$ cat src/rtl/branch_resolver_if.sv
// Branch-resolver bundle: execute-side branch slot in, redirect/flush/link and
// perf counters out. The issuing stage is the master.
interface branch_resolver_if;
   logic        bubble;
   logic [4:0]  op;
   logic [3:0]  cond;
   logic [3:0]  flags;
   logic [31:0] pc;
   logic [31:0] imm;
   logic [31:0] reg_target;
   logic        redirect;
   logic [31:0] redirect_pc;
   logic        flush;
   logic        link_we;
   logic [31:0] link_value;
   logic        busy;
   logic [31:0] branch_count;
   logic [31:0] taken_count;

   modport master (
      output bubble, op, cond, flags, pc, imm, reg_target,
      input  redirect, redirect_pc, flush, link_we, link_value, busy,
             branch_count, taken_count
   );
   modport slave (
      input  bubble, op, cond, flags, pc, imm, reg_target,
      output redirect, redirect_pc, flush, link_we, link_value, busy,
             branch_count, taken_count
   );
endinterface

$ cat src/rtl/branch_resolver.sv
// Resolves br/bl/blr against the O|S|Z|C flags, issues a registered redirect
// and a FLUSH_DEPTH-cycle squash, and counts resolved/taken branches.
module branch_resolver #(
   parameter int unsigned FLUSH_DEPTH = 2
) (
   input logic             clk,
   input logic             rst_n,
   branch_resolver_if.slave bus
);
   if (FLUSH_DEPTH < 1 || FLUSH_DEPTH > 15) begin : g_bad_depth
      $error("branch_resolver: FLUSH_DEPTH must be 1..15");
   end

   typedef enum logic [1:0] {IDLE, REDIR, SQUASH} state_t;

   state_t      state, state_nxt;
   logic [3:0]  cnt;
   logic        link_pend;
   logic [31:0] target_q, link_q, br_cnt, tk_cnt;
   logic        o, s, z, c;
   logic        cond_ok, is_branch, accept, taken;
   logic [31:0] rel_sum, target;

   assign {o, s, z, c} = bus.flags;

   always_comb begin
      cond_ok = 1'b0;
      case (bus.cond)
         4'd0:  cond_ok = 1'b1;
         4'd1:  cond_ok = z;
         4'd2:  cond_ok = !z;
         4'd3:  cond_ok = c;
         4'd4:  cond_ok = !c;
         4'd5:  cond_ok = s;
         4'd6:  cond_ok = !s;
         4'd7:  cond_ok = o;
         4'd8:  cond_ok = !o;
         4'd9:  cond_ok = !z && (s == o);
         4'd10: cond_ok = (s == o);
         4'd11: cond_ok = (s != o);
         4'd12: cond_ok = z || (s != o);
         4'd13: cond_ok = c && !z;
         4'd14: cond_ok = !c || z;
         default: cond_ok = 1'b0;
      endcase
   end

   // Wrong-path slots during REDIR/SQUASH are never accepted.
   assign is_branch = (bus.op == 5'd12) || (bus.op == 5'd13) || (bus.op == 5'd14);
   assign accept    = (state == IDLE) && !bus.bubble && is_branch;
   assign taken     = accept && ((bus.op != 5'd12) || cond_ok);
   assign rel_sum   = bus.pc + bus.imm;
   assign target    = (bus.op == 5'd14) ? {bus.reg_target[31:2], 2'b00}
                                        : {rel_sum[31:2], 2'b00};

   always_ff @(posedge clk or negedge rst_n) begin
      if (!rst_n) state <= IDLE;
      else        state <= state_nxt;
   end

   always_comb begin
      state_nxt = state;
      case (state)
         IDLE:    if (taken) state_nxt = REDIR;
         REDIR:   state_nxt = (FLUSH_DEPTH == 1) ? IDLE : SQUASH;
         SQUASH:  if (cnt == 4'd1) state_nxt = IDLE;
         default: state_nxt = IDLE;
      endcase
   end

   always_ff @(posedge clk or negedge rst_n) begin
      if (!rst_n) begin
         cnt       <= '0;
         link_pend <= 1'b0;
         target_q  <= '0;
         link_q    <= '0;
         br_cnt    <= '0;
         tk_cnt    <= '0;
      end else begin
         if (state == REDIR)  cnt <= 4'(FLUSH_DEPTH - 1);
         if (state == SQUASH) cnt <= cnt - 4'd1;
         if (accept) br_cnt <= br_cnt + 32'd1;
         if (taken) begin
            tk_cnt    <= tk_cnt + 32'd1;
            target_q  <= target;
            link_pend <= (bus.op != 5'd12);
            if (bus.op != 5'd12) link_q <= bus.pc + 32'd4;
         end
      end
   end

   always_comb begin
      bus.redirect = (state == REDIR);
      bus.link_we  = (state == REDIR) && link_pend;
      bus.flush    = (state != IDLE);
      bus.busy     = (state != IDLE);
   end

   assign bus.redirect_pc  = target_q;
   assign bus.link_value   = link_q;
   assign bus.branch_count = br_cnt;
   assign bus.taken_count  = tk_cnt;
endmodule
$ cat src/flat_wrapper.sv
// flat-port wrapper written by rule: the top's interface ports become plain ports
module branch_resolver_flat 
#(
   parameter int unsigned FLUSH_DEPTH = 2
)
  (clk, rst_n, bus_bubble, bus_op, bus_cond, bus_flags, bus_pc, bus_imm, bus_reg_target, bus_redirect, bus_redirect_pc, bus_flush, bus_link_we, bus_link_value, bus_busy, bus_branch_count, bus_taken_count);
  branch_resolver_if bus_i ();
  input logic clk;
  input logic rst_n;
  input wire logic [$bits(bus_i.bubble)-1:0] bus_bubble;
  input wire logic [$bits(bus_i.op)-1:0] bus_op;
  input wire logic [$bits(bus_i.cond)-1:0] bus_cond;
  input wire logic [$bits(bus_i.flags)-1:0] bus_flags;
  input wire logic [$bits(bus_i.pc)-1:0] bus_pc;
  input wire logic [$bits(bus_i.imm)-1:0] bus_imm;
  input wire logic [$bits(bus_i.reg_target)-1:0] bus_reg_target;
  output wire logic [$bits(bus_i.redirect)-1:0] bus_redirect;
  output wire logic [$bits(bus_i.redirect_pc)-1:0] bus_redirect_pc;
  output wire logic [$bits(bus_i.flush)-1:0] bus_flush;
  output wire logic [$bits(bus_i.link_we)-1:0] bus_link_we;
  output wire logic [$bits(bus_i.link_value)-1:0] bus_link_value;
  output wire logic [$bits(bus_i.busy)-1:0] bus_busy;
  output wire logic [$bits(bus_i.branch_count)-1:0] bus_branch_count;
  output wire logic [$bits(bus_i.taken_count)-1:0] bus_taken_count;
  assign bus_i.bubble = bus_bubble;
  assign bus_i.op = bus_op;
  assign bus_i.cond = bus_cond;
  assign bus_i.flags = bus_flags;
  assign bus_i.pc = bus_pc;
  assign bus_i.imm = bus_imm;
  assign bus_i.reg_target = bus_reg_target;
  assign bus_redirect = bus_i.redirect;
  assign bus_redirect_pc = bus_i.redirect_pc;
  assign bus_flush = bus_i.flush;
  assign bus_link_we = bus_i.link_we;
  assign bus_link_value = bus_i.link_value;
  assign bus_busy = bus_i.busy;
  assign bus_branch_count = bus_i.branch_count;
  assign bus_taken_count = bus_i.taken_count;
  branch_resolver #(.FLUSH_DEPTH(FLUSH_DEPTH)) u_core (.clk(clk), .rst_n(rst_n), .bus(bus_i));
endmodule
$ cat config.mk
export PLATFORM = sky130hd
export DESIGN_NAME = branch_resolver_flat
export DESIGN_NICKNAME = d
export VERILOG_FILES = /design/src/rtl/branch_resolver_if.sv /design/src/rtl/branch_resolver.sv /design/src/flat_wrapper.sv
export SDC_FILE = /design/constraint.sdc
export NUM_CORES = 1
export LEC_CHECK = 0
export ABC_CLOCK_PERIOD_IN_PS = 2200
export BUFFER_PORTS_ARGS = -buffer_cell sky130_fd_sc_hd__buf_2
export CORE_MARGIN = 1.5
export CORE_UTILIZATION = 31
export DETAILED_ROUTE_END_ITERATION = 8
export PLACE_DENSITY_LB_ADDON = 0.08
export RECOVER_POWER = 50
export SYNTH_ARGS = -nofsm -noshare
export SYNTH_HDL_FRONTEND = slang
export SYNTH_SLANG_ARGS = --single-unit
$ cat constraint.sdc
create_clock -name clk -period 2.2 [get_ports clk]
set_clock_uncertainty 0.05 [all_clocks]
set_input_delay 0.11 -clock clk [delete_from_list [all_inputs] [get_ports clk]]
set_output_delay 0.11 -clock clk [all_outputs]
set_load 0.03 [all_outputs]
-- Word level (Yosys, flattened, before mapping)
Cells that the tools add are included.
- output and inout bits: 132
- bits of input ports: 112
- logic and storage cells: 66
- flip-flop bits (word level): 135
- $add $sub $neg: 5
- muxes and demuxes: 7
- equality and inequality tests: 25
- reductions and logical operators: 22
- operators by type and width (kind ; count):
    $add A32 B1 Y32 const B ; 2
    $add A32 B3 Y32 const B ; 1
    $add A32 B32 Y32 ; 1
    $mux W32 ; 1
    $eq A4 B4 Y1 const B ; 7
    $eq A4 B3 Y1 const B ; 4
    $eq A5 B4 Y1 const B ; 3
    $pmux W1 S15 ; 1
    $eq A4 B1 Y1 const B ; 2
    $eq A4 B2 Y1 const B ; 2
    $mux W4 ; 2
    $logic_and A1 B1 Y1 ; 6
    $pmux W2 S3 ; 1
    $logic_not A1 Y1 ; 5
    $logic_or A1 B1 Y1 ; 5
    $ne A5 B4 Y1 const B ; 1
    $logic_not A4 Y1 ; 1
    $mux W2 ; 2
    $ne A2 B1 Y1 const B ; 2
    $reduce_and A2 Y1 ; 2
    $reduce_bool A2 Y1 ; 2
    $sub A4 B1 Y4 const B ; 1
    $eq A2 B1 Y1 const B ; 1
    $eq A2 B2 Y1 const B ; 1
    other kinds (3) ; 3

-- Depth between registers and ports, before layout
Gate-level depths: netlist of run 1.
- word-level depth: 7
- gate-level depth with buffers: 11
- depth with buffers taken out: 10

-- Worst setup path before layout of run 1
OpenSTA, ideal clock, no wires.
- path type: register to register
- start: register u_core.state[0]
- end: register u_core.br_cnt[29], in the netlist u_core.bus.branch_count[29]
- setup time: 133 ps
- data required time: 2017 ps
- data arrival time: 2303 ps
- cell stages (with the launch flop): 11
- path buffers: 0
- period minus slack after synthesis: 2486 ps
- setup slack: -286 ps
- cell sequence: dfrtp_1 -> inv_1 -> ha_1 -> inv_1 -> a2111oi_4 -> and3_1 -> nand4_2 -> nor2_2 -> and3b_1 -> nand3_1 -> xnor2_1
- cells in the longest elaborated chain, start to end: 3
- ends and longest elaborated chain (item ; line ; RTL):
    start: declaration ; branch_resolver.sv:16 ; state_t state, state_nxt;
    start signal: assignment ; branch_resolver.sv:58 ; else state <= state_nxt;
    $logic_not A2 Y1 ; branch_resolver.sv:50 ; assign accept = (state == IDLE) && !bus.bubble && is_branch;
    $logic_and A1 B1 Y1 (2 in series) ; branch_resolver.sv:50 ;
    end signal: assignment ; branch_resolver.sv:82 ; if (accept) br_cnt <= br_cnt + 32'd1;
    end: declaration ; branch_resolver.sv:19 ; logic [31:0] target_q, link_q, br_cnt, tk_cnt;
No other way between the ends.
A chain may end at the register's enable or synchronous reset.

-- Worst setup path in the final report of run 1
- start: register u_core.state[0]
- end: register u_core.target_q[25], in the netlist u_core.bus.redirect_pc[25]
- cells in the longest elaborated chain, start to end: 4
- ends and longest elaborated chain (item ; line ; RTL):
    $logic_not A2 Y1 ; branch_resolver.sv:50 ;
    $logic_and A1 B1 Y1 (2 in series) ; branch_resolver.sv:50 ;
    $logic_and A1 B1 Y1 ; branch_resolver.sv:51 ; assign taken = accept && ((bus.op != 5'd12) || cond_ok);
    end signal: assignment ; branch_resolver.sv:85 ; target_q <= target;
    end: declaration ; branch_resolver.sv:19 ;
No other way between the ends.

==> impl_results.md, run 1 <==
* Status: finished, violations left
* Failing checks: setup timing
* Antenna Violating Nets Remaining at 0
* CTS tree: yes
* Final worst slack at -0.00567 ns
* Worst r2r path cells at 12
* Via density at ~4.8
* Post-layout min period at 2.21 ns
* Initial antenna violation count at 3
* Global placer's final weighted congestion at 0.802
* Max-cap violations at 0
* R2r setup slk at -0.006 ns
* Post-Syn Area at 7930 um^2
* Top_reg_cell synth: dfrtp_1
* Top post-synthesis cells by area: dfrtp_1 42%, xnor2_1 8.1%, ha_1 6.2%
* Remaining Overflow, GRT at 0
* Fin. Hold Viols at 0
* Synth top area share at 42.0%
* Initial DRT Pass Iterations at 4
* Final Cycle Share at 100%
* Syn-to-layout area delta at 51.2%
* CTS sink count at 133
* Yosys top cell by area: dfrtp_1
* Clock root cell: clkbuf_16
* Multi-input combinational cell area at about 4700 um^2
* Setup violators final at 2
* Setup Crit Path Kind: reg2reg
* Starting Density at 31.6%
* WL per Instance at 16.1 um
* Rows at 58
* WHS Endpoint: u_core.bus.link_value[30]$_DFFE_PN0P_
* Vias in the first global route at 7464
* Worst-margin pin slew at 1.47 ns
* Crit-path max FO at 8
* Post-synth EDFFs at 0
* Cells after Synth at 847
* Die area at 26500 um^2
* Yosys reg bits at 133
* Ports at between 200 and 250
* R2r startpoint: u_core.state[0]$_DFFE_PN0P_
* Pre-CTS setup slack at -0.298 ns
* DP Area at 10500 um^2
* Unique masters post-synth at 77
* Unrepaired setup endpoints after global routing: true
* WP data required at 2.45 ns
* Tot GR Track Use at 18.8%
* Hold Path Origin: bus_pc[30]
* Htree depth at 4
* Sequential fraction of the synthesis area at a little over two fifths
* Port Buffers at 239
* CP Cell Sequence: inv_2, ha_4, inv_6, a2111oi_4, buf_4, buf_6, o21ai_4, o21ai_4, buf_6, clkbuf_16, and3_4, a221o_1
* Startpoint types: flop
* CORE AREA at 25100 um^2
* Power density over the cells at 885 nW/um^2
* Register area at 3330 um^2
* Routed via count at 7634
* Fraction of registers with async set/reset at 100%
* Final HPWL DP at 18500 um
* Worst VDD drop at 0.441 mV
* First-pass GRT wire length at 39300 um
* Slew HR at 1.98%
* Max-slew violation count at 0
* Clk buf depth at 2
* Cell depth of the worst min-delay path at 3
* Worst path arrival time at between 2 and 2.5 ns
* Cts bufs inserted at 17
* Slowest cell on the critical path: dfrtp_1
* DIE WIDTH at 163 um
* Die H at 163 um
* Largest delay share family, worst path: buffers and inverters
* Fin nets at 1410
* HP Class: in2reg
* DRT Wirelength at 25900 um
* CP bufs+invs at 6
* CP endpoint kind: flop
* Fin area at 12000 um^2
* Max stage delay on crit path at 0.37 ns
* Largest net degree at the start of global routing at 62
* Post-Syn Area per Cell at 9.36 um^2
* LEAKAGE at 5.85 nW
* DRT iter0 DRCs at 267
* CTS clk-pin slew, worst paths at ~0.070 ns
* Share of cells above drive strength 1 at 36.5%
* Fmax at approximately 0.45 GHz
* YS warnings at 0
* Fill cells at roughly 2500
* DRC violations left at 0
* FF-to-FF End: u_core.bus.redirect_pc[25]$_DFFE_PN0P_
* Clock Latency Late Sink at a little over 0.4 ns
[through the flow]
step	hold slack (ns)	std cells	utilization, %	setup TNS, ns	power [mW]
2_1_floorplan	-0.236	848	-	-8.32	5.91
3_3_place_gp	0.0779	1509	41.7	-5.61	7.40
3_5_place_dp	0.0840	1509	41.7	-6.19	7.42
4_1_cts	0.000348	1580	45.8	-0.0347	10.7
5_1_grt	0.0110	1604	47.7	-3.53	11.2
6_report	0.00955	1604	47.7	-0.00737	10.6
[flip-flops by register name (all words and copies together) (netlist names)]
| name | cells |
|---|---|
| u_core.bus.branch_count | 32 |
| u_core.bus.link_value | 32 |
| u_core.bus.taken_count | 32 |
| u_core.bus.redirect_pc | 30 |
| u_core.cnt | 4 |
| u_core.state | 2 |
| u_core.link_pend | 1 |
[layer usage]
metal  wire (um)  track usage (%)  up-vias
met1       12300             25.7     3581
met4         431             5.67        2
li1            -                -     3847
met3        1300             4.66       24
met5          12                0        -
met2       11800             29.0      180
[how the worst max path moves through the flow]
stage | from | to | slack (ns) | depth (start not counted)
4_1_cts | u_core.state[1]$_DFFE_PN0P_ | u_core.bus.redirect_pc[27]$_DFFE_PN0P_ | -0.02 | 8
5_1_grt | u_core.state[0]$_DFFE_PN0P_ | u_core.bus.branch_count[26]$_DFFE_PN0P_ | -0.12 | 11
3_5_place_dp | bus_pc[17] | u_core.bus.redirect_pc[24]$_DFFE_PN0P_ | -0.30 | 10
2_1_floorplan | u_core.state[1]$_DFFE_PN0P_ | u_core.bus.branch_count[28]$_DFFE_PN0P_ | -0.24 | 10
6_report | u_core.state[0]$_DFFE_PN0P_ | u_core.bus.redirect_pc[25]$_DFFE_PN0P_ | -0.006 | 12
3_3_place_gp | bus_imm[17] | u_core.bus.redirect_pc[25]$_DFFE_PN0P_ | -0.27 | 10
[cell usage after synthesis (5+ instances only)]
master	count
dfrtp_1	133
nand2_1	106
xnor2_1	73
nor2_1	57
a21oi_1	50
o21ai_0	50
nand3_1	43
xor2_1	43
ha_1	39
nand4_1	31
and3_1	28
inv_1	25
clkbuf_1	17
a21o_1	10
and4_1	8
nor3_1	8
o21ai_1	8
a31oi_1	7
buf_4	6
o211ai_1	6
buf_2	5
[cells by family (layout without fill, tap and decap cells)]
kind of cell | Yosys count | after routing | share of synthesized area, %
compound gates | 171 | 173 | 13.8
fa+ha+maj | 39 | 39 | 6.16
xor+xnor | 116 | 116 | 12.8
simple gates | 323 | 323 | 21.1
flops | 133 | 133 | 42.0
mux | 7 | 7 | 0.947
other cells | 1 | 4 | 0.0473
buf+inv | 57 | 479 | 3.16
[worst register-to-register path: cells and delay by family, from the launching register on]
family / cells / cell delay (ns)
AO/OA/AOI/OAI: 4 / 0.59
adder cells (fa/ha/maj): 1 / 0.16
buffers and inverters: 6 / 0.73
flip-flops: 1 / 0.37
AND/OR/NAND/NOR: 1 / 0.17
[layout make-up]
type | instances | area share (%)
multi-input cells | 660 | 39.1
flip-flops and latches | 133 | 27.8
repair buffers | 420 | 23.5
clock buffers | 18 | 3.66
well taps | 330 | 3.45
clock inverters | 14 | 1.55
inverters | 27 | 0.887
diodes | 2 | 0.0418
[power by group]
group          switching [mW]  internal [mW]
logic                    2.65           1.43
clock network            1.24           1.85
registers               0.396           3.04
[layout by cell type (no fill, tap or decap), types with 4 or more instances in the layout]
cell type | synthesis | routed
and4_1 | 8 | 8
dlygate4sd3_1 | 0 | 38
buf_4 | 6 | 122
o21ai_0 | 50 | 49
and3_1 | 28 | 22
nand2_1 | 106 | 106
nand4_1 | 31 | 31
inv_1 | 25 | 22
o21ai_1 | 8 | 5
buf_6 | 1 | 9
nand3_1 | 43 | 40
and3_4 | 0 | 6
buf_2 | 5 | 201
a21oi_2 | 1 | 9
o211ai_1 | 6 | 6
ha_1 | 39 | 38
nor2_2 | 1 | 13
inv_6 | 0 | 7
xnor2_1 | 73 | 71
buf_12 | 0 | 5
xor2_1 | 43 | 43
nand3_2 | 1 | 4
o21bai_1 | 4 | 4
a21o_1 | 10 | 10
mux2_2 | 4 | 4
clkbuf_16 | 0 | 23
dfrtp_1 | 133 | 129
a21oi_1 | 50 | 42
clkbuf_1 | 17 | 37
nor2_1 | 57 | 44
a31oi_1 | 7 | 7
dfrtp_2 | 0 | 4
nor3_1 | 8 | 5
[repair_timing]
| action | in CTS | in global routing |
|---|---|---|
| pin swaps | 6 | 18 |
| setup endpoints to repair | 69 | 66 |
| gates resized for setup | 3 | 62 |
| setup buffers | 1 | 13 |
| hold endpoints to repair | 88 | 0 |
| gates cloned | 0 | 9 |
| hold buffers | 38 | 0 |
Note: power is estimated with default switching activity, not from simulation.
==> run 2, diff against run 1 <==
--- a/config.mk
+++ b/config.mk
@@ -7,6 +7,7 @@
 export LEC_CHECK = 0
 export ABC_CLOCK_PERIOD_IN_PS = 2200
 export BUFFER_PORTS_ARGS = -buffer_cell sky130_fd_sc_hd__buf_2
+export CORE_ASPECT_RATIO = 0.9
 export CORE_MARGIN = 1.5
 export CORE_UTILIZATION = 31
 export DETAILED_ROUTE_END_ITERATION = 8
==> run 2 against run 1 <==
  * The run now ends clean
  * Non-clock buffer count shrank 7
  * Hold slack gained 0.018 ns
  * Via count shrank 0.59%
  * Fmax grew 1.3%
  * Wire length shrank 0.78%
  * Final area shrank 1.7%
  * Critical path type unchanged
  * Largest power group unchanged
==> impl_results.md, run 2 (synthesis results as in run 1) <==
* Status: finished, final reports clean (was finished, violations left)
* WL per Instance at 16.0 um (was 16.1 um)
* Worst r2r path cells at 12 (unchanged)
* Power density over the cells at 891 nW/um^2 (was 885 nW/um^2)
* CTS clk-pin slew, worst paths at 0.07 ns (about the same)
* DIE WIDTH at 172 um (was 163 um)
* Syn-to-layout area delta at 48.6% (was 51.2%)
* DRT iter0 DRCs at 335 (was 267)
* Port Buffers at 239 (unchanged)
* R2r startpoint: u_core.state[1]$_DFFE_PN0P_ (was u_core.state[0]$_DFFE_PN0P_)
* Routed via count at 7589 (was 7634)
* Unrepaired setup endpoints after global routing: true (unchanged)
* Die H at 155 um (was 163 um)
* Fin nets at 1402 (was 1410)
* Antenna Violating Nets Remaining at 0 (unchanged)
* Max-cap violations at 0 (unchanged)
* DRC violations left at 0 (unchanged)
* LEAKAGE at 5.78 nW (was 5.85 nW)
* Clock share of power at 29.2% (was 29.1%)
* Largest net degree at the start of global routing at 62 (unchanged)
* Share of cells above drive strength 1 at 34.3% (was 36.5%)
* FF-to-FF End: u_core.state[0]$_DFFE_PN0P_ (was u_core.bus.redirect_pc[25]$_DFFE_PN0P_)
* Crit-path max FO at 6 (was 8)
* Slew HR at 18.8% (was 1.98%)
* Commonest non-fill, non-tap cell in the layout: buf_2 (unchanged)
* First-pass GRT wire length at 40200 um (was 39300 um)
* Htree depth at 4 (unchanged)
* Setup Crit Path Kind: reg2reg (unchanged)
* Internal power at 6.25 mW (was 6.33 mW)
* Worst-margin pin slew at 1.22 ns (was 1.47 ns)
* CORE AREA at 25100 um^2 (about the same)
* Final Cycle Share at 99.0% (was 100%)
* HP Class: in2reg (unchanged)
* CTS tree: yes (unchanged)
* Max stage delay on crit path at 0.39 ns (was 0.37 ns)
* Register share of total power at 32.6% (was 32.4%)
* Fin area at 11800 um^2 (was 12000 um^2)
* Cell depth of the worst min-delay path at 3 (unchanged)
* Cts bufs inserted at 17 (unchanged)
* Fmax at 0.459 GHz (was 0.453 GHz)
* Fin. Hold Viols at 0 (unchanged)
* Fill cells at 2520 (was 2544)
* Starting Density at 31.6% (about the same)
* Worst VDD drop at 0.469 mV (was 0.441 mV)
* Clk buf depth at 2 (unchanged)
* Hold Path Origin: bus_pc[24] (was bus_pc[30])
* Ports at 244 (unchanged)
* Largest delay share family, worst path: buffers and inverters (unchanged)
* Design Power at 10.5 mW (was 10.6 mW)
* WP data required at 2.45 ns (about the same)
* Remaining Overflow, GRT at 0 (unchanged)
* Vias in the first global route at 7486 (was 7464)
* Final worst slack at 0.0223 ns (was -0.00567 ns)
* Initial DRT Pass Iterations at 4 (unchanged)
* Rows at 55 (was 58)
* Setup_tns at 0 ns (was -0.00737 ns)
* Commonest non-fill, non-tap cells in the layout: 204 x buf_2, 129 x dfrtp_1, 114 x buf_4 (was 201 x buf_2, 129 x dfrtp_1, 122 x buf_4)
* Die area at 26500 um^2 (about the same)
* DRT Wirelength at 25700 um (was 25900 um)
* Initial antenna violation count at 2 (was 3)
* R2r setup slk at 0.02 ns (was -0.006 ns)
* Slowest cell on the critical path: dfrtp_1 (unchanged)
* Tot GR Track Use at 19.3% (was 18.8%)
* CTS sink count at 133 (unchanged)
* Clock Latency Late Sink at 0.43 ns (was 0.41 ns)
* CP endpoint kind: flop (unchanged)
* Finished Core Util at 46.9% (was 47.7%)
* WHS Endpoint: u_core.bus.link_value[24]$_DFFE_PN0P_ (was u_core.bus.link_value[30]$_DFFE_PN0P_)
* Via density at 4.72 (was 4.76)
* Switching Share at 40.4% (about the same)
* Final HPWL DP at 18900 um (was 18500 um)
* Worst path arrival time at 2.43 ns (was 2.45 ns)
* Clock root cell: clkbuf_16 (unchanged)
* NetSw at 4.24 mW (was 4.28 mW)
* Global placer's final weighted congestion at 0.835 (was 0.802)
* Comb power frac at 38.2% (was 38.4%)
* Max-slew violation count at 0 (unchanged)
* Post-layout min period at 2.18 ns (was 2.21 ns)
* CP Cell Sequence: inv_2, ha_4, inv_6, a2111oi_4, buf_4, buf_6, o21ai_4, o21ai_4, buf_12, buf_4, o22ai_2, mux2_2 (was inv_2, ha_4, inv_6, a2111oi_4, buf_4, buf_6, o21ai_4, o21ai_4, buf_6, clkbuf_16, and3_4, a221o_1)
* CP bufs+invs at 6 (unchanged)
* Setup violators final at 0 (was 2)
* Startpoint types: flop (unchanged)
* Pre-CTS setup slack at -0.329 ns (was -0.298 ns)
* DP Area at 10500 um^2 (about the same)
-- run 2: cell count changes in the layout (fill, tap and decap cells not counted), moves of 3 or more --
cell	before	now
dlygate4sd3_1	38	44
nor2_2	13	4
a21oi_1	42	48
a21oi_2	9	3
buf_6	9	6
clkbuf_16	23	19
buf_2	201	204
buf_4	122	114
nor2_1	44	53
-- run 2: worst reg2reg max path, delay by kind of cell, from the launching register on --
family          cells  cell delay, ns
mux                 1            0.28
buf+inv             6            0.71
fa+ha+maj           1            0.15
flops               1            0.39
compound gates      4            0.48
-- run 2: layout make-up --
type | count | area [um^2] | share of cell area [%]
clock inverters | 14 | 190 | 1.61
multi-input cells | 659 | 4610 | 39.1
well taps | 342 | 428 | 3.63
clock buffers | 18 | 429 | 3.64
diodes | 2 | 5.00 | 0.0425
flip-flops and latches | 133 | 3330 | 28.3
repair buffers | 413 | 2680 | 22.7
inverters | 27 | 106 | 0.903
-- run 2: how the worst max path moves through the flow --
| stage | from | endpoint | slack, ns | cells after the start |
|---|---|---|---|---|
| after floorplan | u_core.state[1]$_DFFE_PN0P_ | u_core.bus.branch_count[28]$_DFFE_PN0P_ | -0.24 | 10 |
| after global placement | bus_imm[6] | u_core.bus.redirect_pc[28]$_DFFE_PN0P_ | -0.29 | 12 |
| after detailed placement | bus_pc[6] | u_core.bus.redirect_pc[29]$_DFFE_PN0P_ | -0.33 | 11 |
| after CTS | u_core.state[1]$_DFFE_PN0P_ | u_core.bus.redirect_pc[28]$_DFFE_PN0P_ | 0.005 | 10 |
| after global routing | u_core.state[1]$_DFFE_PN0P_ | u_core.bus.redirect_pc[27]$_DFFE_PN0P_ | -0.09 | 12 |
| final | u_core.state[1]$_DFFE_PN0P_ | u_core.state[0]$_DFFE_PN0P_ | 0.02 | 12 |
-- run 2: routing by layer --
layer | routed length [um] | GRT usage, %
met5 | 13 | 0
met4 | 420 | 5.26
met3 | 1380 | 4.76
met2 | 11000 | 29.0
met1 | 12800 | 27.5
-- run 2: repair_timing --
action                     CTS  global route
hold endpoints to repair   124             0
setup buffers                1             5
gates resized for setup      5            39
gates cloned                 1             2
pin swaps                    3            22
hold buffers                44             0
setup endpoints to repair   51            68
-- run 2: power by group through the flow --
stage	clock [mW]	sequential (mW)	combinational [mW]
after floorplan	0	4.52	1.39
after global placement	0	3.44	3.98
after detailed placement	0	3.44	3.99
after CTS	3.16	3.41	4.09
after global routing	3.24	3.50	4.37
final	3.07	3.42	4.01
-- run 2: per-stage QoR --
step	hold WS, ns	instances
floorplan	-0.236	848
global placement	0.0359	1521
detailed placement	0.0319	1521
CTS	0.0109	1599
global route	0.0440	1607
finish	0.0277	1608
==> run 3, diff against run 2 <==
--- a/config.mk
+++ b/config.mk
@@ -11,7 +11,7 @@
 export CORE_MARGIN = 1.5
 export CORE_UTILIZATION = 31
 export DETAILED_ROUTE_END_ITERATION = 8
-export PLACE_DENSITY_LB_ADDON = 0.08
+export PLACE_DENSITY = 0.66
 export RECOVER_POWER = 50
 export SYNTH_ARGS = -nofsm -noshare
 export SYNTH_HDL_FRONTEND = slang
==> run 3 against run 2 <==
  * Largest cell class unchanged
  * Register-to-register slack worse by 0.02 ns
  * Worst setup slack worse by 0.020 ns
  * Sequential share of layout area down 0.26 points
  * The run now ends with capacitance limit, slew limit left
  * Count of clock-buffer cells in the layout unchanged
  * Wire length about the same
  * Final area up 0.92%
==> impl_results.md, run 3 (synthesis results as in run 1) <==
* WP data required at 2.45 ns (about the same)
* Syn-to-layout area delta at 50.0% (was 48.6%)
* Share of cells above drive strength 1 at 35.2% (was 34.3%)
* Worst path arrival time at 2.45 ns (was 2.43 ns)
* Commonest non-fill, non-tap cell in the layout: buf_2 (unchanged)
* Fmax at 0.455 GHz (was 0.459 GHz)
* Pre-CTS setup slack at -0.386 ns (was -0.329 ns)
* Finished Core Util at 47.3% (was 46.9%)
* Routed via count at 7790 (was 7589)
* Final Cycle Share at 99.9% (was 99.0%)
* R2r startpoint: u_core.state[1]$_DFFE_PN0P_ (unchanged)
* Max-cap violations at 1 (was 0)
* Port Buffers at 239 (unchanged)
* Clock root cell: clkbuf_16 (unchanged)
* Worst-margin pin slew at 1.76 ns (was 1.22 ns)
* Vias in the first global route at 7656 (was 7486)
* Global placer's final weighted congestion at 0.897 (was 0.835)
* Critical path origin: u_core.state[1]$_DFFE_PN0P_ (unchanged)
* WL per Instance at 16.1 um (was 16.0 um)
* Slowest cell on the critical path: dfrtp_1 (unchanged)
* Largest net degree at the start of global routing at 63 (was 62)
* Worst r2r path cells at 12 (unchanged)
* Final worst slack at 0.00233 ns (was 0.0223 ns)
* DP Area at 10400 um^2 (was 10500 um^2)
* Power density over the cells at 897 nW/um^2 (was 891 nW/um^2)
* First-pass GRT wire length at 40400 um (was 40200 um)
* Hold Slack at 0.0106 ns (was 0.0277 ns)
* CTS clk-pin slew, worst paths at 0.06 ns (was 0.07 ns)
* R2r setup slk at 0.002 ns (was 0.02 ns)
* Via density at 4.87 (was 4.72)
* Initial antenna violation count at 0 (was 2)
* Commonest non-fill, non-tap cells in the layout: 203 x buf_2, 129 x dfrtp_1, 107 x buf_4 (was 204 x buf_2, 129 x dfrtp_1, 114 x buf_4)
* Setup Crit Path Kind: reg2reg (unchanged)
* Fin. Hold Viols at 0 (unchanged)
* Failing checks: capacitance limit, slew limit
* Cell depth of the worst min-delay path at 3 (unchanged)
* CP Cell Sequence: inv_2, ha_4, inv_6, a2111oi_4, buf_6, buf_6, o21ai_4, o21ai_4, buf_12, clkbuf_16, nand4_1, xnor2_1 (was inv_2, ha_4, inv_6, a2111oi_4, buf_4, buf_6, o21ai_4, o21ai_4, buf_12, buf_4, o22ai_2, mux2_2)
* Htree depth at 4 (unchanged)
* Setup violators final at 0 (unchanged)
* DRT iter0 DRCs at 406 (was 335)
* DIE WIDTH at 172 um (unchanged)
* CORE AREA at 25100 um^2 (unchanged)
* Initial DRT Pass Iterations at 5 (was 4)
* Crit-path max FO at 8 (was 6)
* Worst VDD drop at 0.465 mV (was 0.469 mV)
* CTS sink count at 133 (unchanged)
* Startpoint types: flop (unchanged)
* Fin nets at 1395 (was 1402)
* Status: finished, violations left (was finished, final reports clean)
* Ports at 244 (unchanged)
* Tot GR Track Use at 19.3% (about the same)
* Die H at 155 um (unchanged)
* LEAKAGE at 5.85 nW (was 5.78 nW)
* Final HPWL DP at 19400 um (was 18900 um)
* DRT Wirelength at 25700 um (about the same)
* Cts bufs inserted at 17 (unchanged)
* FF-to-FF End: u_core.bus.taken_count[22]$_DFFE_PN0P_ (was u_core.state[0]$_DFFE_PN0P_)
* Rows at 55 (unchanged)
* Max-slew violation count at 34 (was 0)
* Starting Density at 31.6% (unchanged)
* HP Class: in2reg (unchanged)
* Max stage delay on crit path at 0.38 ns (was 0.39 ns)
* Remaining Overflow, GRT at 0 (unchanged)
* WHS Endpoint: u_core.bus.link_value[22]$_DFFE_PN0P_ (was u_core.bus.link_value[24]$_DFFE_PN0P_)
* Clock Latency Late Sink at 0.42 ns (was 0.43 ns)
* Die area at 26500 um^2 (unchanged)
* Post-layout min period at 2.20 ns (was 2.18 ns)
* Clk buf depth at 2 (unchanged)
* Hold Path Origin: bus_pc[22] (was bus_pc[24])
* ANT cells at 0 (was 2)
* Antenna Violating Nets Remaining at 0 (unchanged)
* CTS tree: yes (unchanged)
* Unrepaired setup endpoints after global routing: true (unchanged)
* DRC violations left at 0 (unchanged)
* Slew HR at -17.5% (was 18.8%)
* Fin area at 11900 um^2 (was 11800 um^2)
* CP endpoint kind: flop (unchanged)
-- run 3: changes by cell type in the layout (fill, tap and decap cells not counted), sizes merged --
cell,previous run,this run
clkinvlp,3,1
clkinv,1,2
dlygate4sd3,44,36
buf,329,330
bufinv,3,4
diode,2,0
-- run 3: how the worst max path moves through the flow --
| stage | endpoint | slack (ns) | cells past startpoint |
|---|---|---|---|
| global placement | u_core.bus.redirect_pc[15]$_DFFE_PN0P_ | -0.32 | 12 |
| global route | u_core.bus.branch_count[30]$_DFFE_PN0P_ | -0.13 | 11 |
| floorplan | u_core.bus.branch_count[28]$_DFFE_PN0P_ | -0.24 | 10 |
| finish | u_core.bus.taken_count[22]$_DFFE_PN0P_ | 0.002 | 12 |
| CTS | u_core.bus.redirect_pc[28]$_DFFE_PN0P_ | -0.005 | 10 |
| detailed placement | u_core.bus.redirect_pc[29]$_DFFE_PN0P_ | -0.39 | 11 |
-- run 3: what timing repair did --
action                                  in CTS  in global routing
setup buffers                                3                 10
cloned                                       1                  4
endpoints found under the setup margin      64                 92
pin swaps                                    5                 30
resized for setup                            8                 55
hold buffers                                36                  0
hold endpoints to repair                   168                  0
-- run 3: power by group --
part	internal [mW]	switching, mW
sequential	3.05	0.389
clock	1.97	1.22
combinational	1.38	2.66
-- run 3: per-stage QoR --
| step | setup TNS, ns | cells | power [mW] |
|---|---|---|---|
| global placement | -5.07 | 1513 | 7.39 |
| CTS | -0.00519 | 1585 | 10.8 |
| detailed placement | -6.67 | 1513 | 7.47 |
| finish | 0 | 1599 | 10.7 |
| floorplan | -8.32 | 848 | 5.91 |
| global route | -7.53 | 1599 | 11.3 |
-- run 3: per-layer routing --
layer  vias up  track usage [%]  part of all wire, %
met5         -                0                    0
met2       220             31.2                   46
li1       3818                -                    -
met3        29             4.73                  6.0
met1      3723             25.6                   46
met4         0             5.14                  1.5
-- run 3: final cells by class --
type | instances | area (um^2)
clock inverter | 14 | 211
inverter | 27 | 106
sequential | 133 | 3330
clock buffer | 18 | 439
multi-input combinational | 659 | 4670
tap | 342 | 428
timing repair buffer | 406 | 2710
fill | 2412 | 13200
-- run 3: worst max-delay path, delay by kind of cell (launching register included) --
| family | cells | cell delay [ns] |
|---|---|---|
| AOI/OAI and AO/OA | 3 | 0.44 |
| xor gates and xnor gates | 1 | 0.16 |
| adders and majority gates | 1 | 0.15 |
| buffers and inverters | 6 | 0.76 |
| DFF | 1 | 0.38 |
| and+or+nand+nor | 1 | 0.11 |
